## config.mk

```make
export PLATFORM = sky130hd
export DESIGN_NAME = period_meter
export DESIGN_NICKNAME = d
export VERILOG_FILES = /design/src/rtl/period_meter.sv
export SDC_FILE = /design/constraint.sdc
export NUM_CORES = 1
export LEC_CHECK = 0
export ABC_CLOCK_PERIOD_IN_PS = 2300
export CORE_AREA = 2 2 94 96
export CTS_CLUSTER_SIZE = 10
export DETAILED_ROUTE_END_ITERATION = 10
export DIE_AREA = 0 0 96 98
export GPL_TIMING_DRIVEN = 0
export PLACE_DENSITY = 0.57
export REMOVE_ABC_BUFFERS = 1
export SLEW_MARGIN = 0
export SYNTH_ARGS = -nofsm -noshare
export SYNTH_HDL_FRONTEND = slang
export SYNTH_SLANG_ARGS = --single-unit
export TNS_END_PERCENT = 50
```

## constraint.sdc

```tcl
create_clock -name clk -period 2.3 [get_ports clk]
set_input_delay 0.46 -clock clk [delete_from_list [all_inputs] [get_ports clk]]
set_output_delay 0.46 -clock clk [all_outputs]
set_load 0.02 [all_outputs]
```

## src/rtl/period_meter.sv

```systemverilog
// Measures period and high time of a slow asynchronous square wave in clk cycles.
// Define PERIOD_METER_AVG4_EN to average the period over four consecutive cycles.
module period_meter #(
  parameter int CNT_W       = 16,
  parameter int SYNC_STAGES = 2   // must be >= 2
) (
  input  logic             clk,
  input  logic             rst_n,
  input  logic             sig_in,
  input  logic             start,
  input  logic             ack,
  output logic             busy,
  output logic             valid,
  output logic [CNT_W-1:0] period,
  output logic [CNT_W-1:0] high_time,
  output logic             overflow
);

  typedef enum logic [2:0] {
    IDLE,
    WAIT_LOW,
    WAIT_RISE,
    MEASURE,
    DONE
  } state_e;

  localparam logic [CNT_W-1:0] CNT_MAX = '1;
  localparam logic [CNT_W-1:0] CNT_ONE = CNT_W'(1);

  state_e                 state_q, state_d;
  logic [SYNC_STAGES-1:0] sync_q, sync_d;
  logic                   sig_dly_q, sig_dly_d;
  logic [CNT_W-1:0]       cnt_q, cnt_d;
  logic [CNT_W-1:0]       period_q, period_d;
  logic [CNT_W-1:0]       high_q, high_d;
  logic                   ovf_q, ovf_d;
  logic                   fall_seen_q, fall_seen_d;
`ifdef PERIOD_METER_AVG4_EN
  logic [CNT_W+1:0]       sum_q, sum_d;
  logic [CNT_W+1:0]       sum_next;
  logic [1:0]             idx_q, idx_d;
`endif

  logic             sig_s;
  logic             rise;
  logic             fall;
  logic             cnt_sat;
  logic [CNT_W-1:0] cnt_inc;

  assign sig_s   = sync_q[SYNC_STAGES-1];
  assign rise    = sig_s & ~sig_dly_q;
  assign fall    = ~sig_s & sig_dly_q;
  assign cnt_sat = (cnt_q == CNT_MAX);
  assign cnt_inc = cnt_sat ? cnt_q : cnt_q + CNT_ONE;

  assign busy      = (state_q != IDLE);
  assign valid     = (state_q == DONE);
  assign period    = period_q;
  assign high_time = high_q;
  assign overflow  = ovf_q;

  always_comb begin
    // NOTE: every combinational output gets its hold value first, so no path can infer a latch.
    state_d     = state_q;
    sync_d      = {sync_q[SYNC_STAGES-2:0], sig_in};
    sig_dly_d   = sig_s;
    cnt_d       = cnt_q;
    period_d    = period_q;
    high_d      = high_q;
    ovf_d       = ovf_q;
    fall_seen_d = fall_seen_q;
`ifdef PERIOD_METER_AVG4_EN
    sum_d       = sum_q;
    idx_d       = idx_q;
    sum_next    = sum_q + (CNT_W+2)'(cnt_q);
`endif

    case (state_q)
      IDLE: begin
        if (start) begin
          state_d     = WAIT_LOW;
          cnt_d       = '0;
          period_d    = '0;
          high_d      = '0;
          ovf_d       = 1'b0;
          fall_seen_d = 1'b0;
`ifdef PERIOD_METER_AVG4_EN
          sum_d       = '0;
          idx_d       = '0;
`endif
        end
      end

      // A level already high at start must not be taken for a rising edge.
      WAIT_LOW, WAIT_RISE: begin
        if ((state_q == WAIT_LOW) && !sig_s) begin
          state_d = WAIT_RISE;
          cnt_d   = CNT_ONE;
        end else if ((state_q == WAIT_RISE) && rise) begin
          state_d = MEASURE;
          cnt_d   = CNT_ONE;
        end else if (cnt_sat) begin
          state_d  = DONE;
          ovf_d    = 1'b1;
          period_d = CNT_MAX;
          high_d   = '0;
        end else begin
          cnt_d = cnt_inc;
        end
      end

      MEASURE: begin
        if (rise) begin
          cnt_d = CNT_ONE;
`ifdef PERIOD_METER_AVG4_EN
          if (idx_q == 2'd3) begin
            state_d  = DONE;
            period_d = sum_next[CNT_W+1:2];
          end else begin
            // Only the fourth period's high time is reported.
            idx_d       = idx_q + 2'd1;
            sum_d       = sum_next;
            high_d      = '0;
            fall_seen_d = 1'b0;
          end
`else
          state_d  = DONE;
          period_d = cnt_q;
`endif
        end else begin
          if (fall) begin
            high_d      = cnt_q;
            fall_seen_d = 1'b1;
          end
          if (cnt_sat) begin
            state_d  = DONE;
            ovf_d    = 1'b1;
            period_d = CNT_MAX;
            if (!fall && !fall_seen_q) high_d = CNT_MAX;
          end else begin
            cnt_d = cnt_inc;
          end
        end
      end

      DONE: begin
        if (ack) state_d = IDLE;
      end

      default: state_d = IDLE;
    endcase
  end

  always_ff @(posedge clk or negedge rst_n) begin
    if (!rst_n) begin
      state_q     <= IDLE;
      sync_q      <= '0;
      sig_dly_q   <= 1'b0;
      cnt_q       <= '0;
      period_q    <= '0;
      high_q      <= '0;
      ovf_q       <= 1'b0;
      fall_seen_q <= 1'b0;
`ifdef PERIOD_METER_AVG4_EN
      sum_q       <= '0;
      idx_q       <= '0;
`endif
    end else begin
      // NOTE: non-blocking assignments so every flop samples pre-edge values.
      state_q     <= state_d;
      sync_q      <= sync_d;
      sig_dly_q   <= sig_dly_d;
      cnt_q       <= cnt_d;
      period_q    <= period_d;
      high_q      <= high_d;
      ovf_q       <= ovf_d;
      fall_seen_q <= fall_seen_d;
`ifdef PERIOD_METER_AVG4_EN
      sum_q       <= sum_d;
      idx_q       <= idx_d;
`endif
    end
  end

endmodule

```

==> run metrics <==
crit path max-delay cell type=clkdlybuf4s50_1; Post-synth EDFFs=0; Syn Area/Cell=9.82 sq um; Lkg Pwr=1.48 nW; share of the synthesized area in the top cell type=49.0%; clock sinks=56; DIE AREA=9410 sq um; kind of critical path=reg -> out; clock root buffer master=clkbuf_8; initial antenna violation count=0; Syn-to-layout area delta=22.5%; clk slew on worst S/H paths=0.10 ns; maximum clock frequency=0.450 GHz; R2R Path End=high_time[0]$_DFFE_PN0P_; max cap viols=0; crit path DAT=1.76 ns; starting DRC count in detailed routing=102; clock skew=0.0134 ns; critical path required time=1.84 ns; Crit. End Element=primary output; yosys warns=0; Setup crit start kind=flip-flop; H-tree levels=2; Port Buf Inserts=39; Seq/Total Area, Yosys=49.0%; grt ovf=0; chip height=98 um; status=finished, final reports clean; Tot Pwr=3.52 mW; cell family with most CP delay=buffers and inverters; Total GRT Usage=14.6%; Critical Path Fanout Max=13; largest net degree at the start of global routing=30; Syn Inst Count=291; endpoints failing hold=0; Final setup viols=0; hold_ws=0.178 ns; worst path cell trace=or3_1 -> clkdlybuf4s50_1; Vias=2,290; Top Ports=40; Fillers=852; Die X=96 um; reg2reg setup slack=0.10 ns; WP buf/inv=1; Routed Antenna Nets=0; placed wire-length estimate=4430 um; vias in the first global route=2,253; async set-or-reset flop fraction in the synthesized netlist=100%; worst reg2reg path depth=6; Synth Cell Area=2860 sq um; Final #Nets=335; Starting Density=33.8%; Post-CTS Hold Buffers=0; Final Slew Violations=0; ANT cells=0; area of the core=8470 sq um; HP Class=in -> async; wire per inst=14.8 um; Area contributors post-synth=dfrtp_1, o21ai_0, a21oi_1; Netlist cell types=53; period utilisation layout=96.6%; total wire length=6500 um; ratio of cells with drive above 1 in the final layout=16.1%; Bufs on Longest Clock Path=2; DRC violations left=0; CTS tree=yes; FF+latch count, synth=56; Pre-Repair DR Iteration Count=4; slowest stage delay, CP=0.55 ns; largest area contributor in the netlist=dfrtp_1; first-pass GRT wire length=11,200 um; vias per std cell=5.23; pwr dens=1010 nW/um^2; RD Place Congestion=0.811; FF-to-FF Start=cnt_q[1]$_DFFE_PN0P_; Inserted Clock Buffers=5; Rows=34; minimum clock period=2.22 ns; Worst-Margin Slew=0.932 ns; predominant post-synthesis flop cell=dfrtp_1; Worst VDD drop=487 uV; Rel. slew slack=37.5%; Worst-Skew Late Latency=0.31 ns
==> layout by cell type, fill, tap and decap left out, types with 2 or more instances in the layout <==
cell	n
nand2_1	30
nand3_1	9
a21oi_1	30
nor4_1	4
a2bb2oi_1	6
dfrtp_2	5
clkdlybuf4s50_1	37
buf_4	13
a2bb2oi_2	10
nand4_1	3
or3_1	2
or2_2	2
a22o_1	2
a21o_1	4
dfrtp_1	51
nor3_1	8
and3_1	4
o21ai_1	5
clkbuf_8	5
inv_1	4
a211oi_1	3
xnor2_1	6
o21ai_0	35
nor2_1	19
==> metal layers <==
metal	track usage (%)	share of wire [%]	vias to the layer above
li1	-	-	1136
met1	21.0	48	1116
met2	22.6	49	35
met3	2.70	2.2	3
met4	3.74	0.58	0
met5	0	0	-
==> kinds of logic after synthesis <==
logic type,count (synthesis),share of synthesized area [%]
AO/OA/AOI/OAI,105,25.0
flip-flops,56,49.0
AND/OR/NAND/NOR,94,17.0
adder cells (fa/ha/maj),1,0.438
XOR/XNOR,7,2.15
buffers and inverters,26,5.65
multiplexers,2,0.744
==> registers in the layout (all words and copies together) (netlist names) <==
signal	count
sig_dly_q	1
overflow	1
high_time	16
period	16
state_q	3
cnt_q	16
sync_q	2
fall_seen_q	1
==> final cells by class <==
class                           instances  area [sq um]  share of cell area (%)
Sequential cell                        56          1410                    40.2
Multi-Input combinational cell        209          1330                    37.9
Timing Repair Buffer                   53           505                    14.4
Tap cell                              108           135                    3.86
Clock buffer                            5          68.8                    1.97
Clock inverter                          3          42.5                    1.22
Inverter                                4          15.0                   0.429
==> per-stage QoR <==
stage | setup TNS (ns) | instance area, sq um | cells | setup slack (ns) | utilization, %
final | 0 | 3500 | 438 | 0.0793 | 41.4
after global routing | -0.328 | 3500 | 438 | -0.0506 | 41.4
after CTS | 0 | 3430 | 431 | 0.00101 | 40.5
after detailed placement | -25.38 | 3260 | 417 | -0.806 | 38.5
after global placement | -80.38 | 3240 | 416 | -0.988 | 38.2
after floorplan | -1.39 | 2710 | 269 | -0.106 | -
==> power by group <==
part	leakage [nW]	internal (mW)	switching, mW
Combinational	0.678	0.644	0.842
Sequential	0.747	1.16	0.222
Clock	0.0541	0.323	0.330
==> what timing repair did <==
action	CTS	global route
gates resized for setup	8	6
setup endpoints to repair	44	34
cloned	0	0
buffers inserted	6	7
pin swaps	2	3
==> synth_stat cells (3+ instances only) <==
master / instances
and3_1: 4
a21oi_1: 30
nand2_1: 30
inv_1: 4
a21o_1: 4
o21ai_1: 3
nand3_1: 9
dfrtp_1: 56
clkbuf_1: 12
o21ai_0: 37
nor2_1: 20
a211oi_1: 3
xnor2_1: 6
a2bb2oi_1: 6
nor3_1: 9
nand4_1: 3
buf_2: 3
a2bb2oi_2: 10
nor4_1: 4
==> worst max-delay path by stage <==
stage                                           end  cells past startpoint              startpoint  slack, ns
after floorplan            high_time[0]$_DFFE_PN0P_                      6    cnt_q[0]$_DFFE_PN0P_      -0.11
after global placement    high_time[12]$_DFFE_PN0P_                      1                   rst_n      -0.99
after detailed placement   high_time[4]$_DFFE_PN0P_                      6    cnt_q[0]$_DFFE_PN0P_      -0.81
after CTS                                     valid                      4  state_q[1]$_DFFE_PN0P_      0.001
after global routing          period[0]$_DFFE_PN0P_                      8    cnt_q[1]$_DFFE_PN0P_      -0.05
final                                          busy                      2  state_q[1]$_DFFE_PN0P_       0.08
==> worst reg2reg max path, cell delays in order, from the launching register on <==
cell       delay, ns
dfrtp_2         0.44
ha_2            0.24
nand4_1         0.23
or4_4           0.61
o21ai_2         0.12
and2_4          0.30
a2bb2oi_1       0.18
No activity file was read; power rests on OpenSTA's default activity.
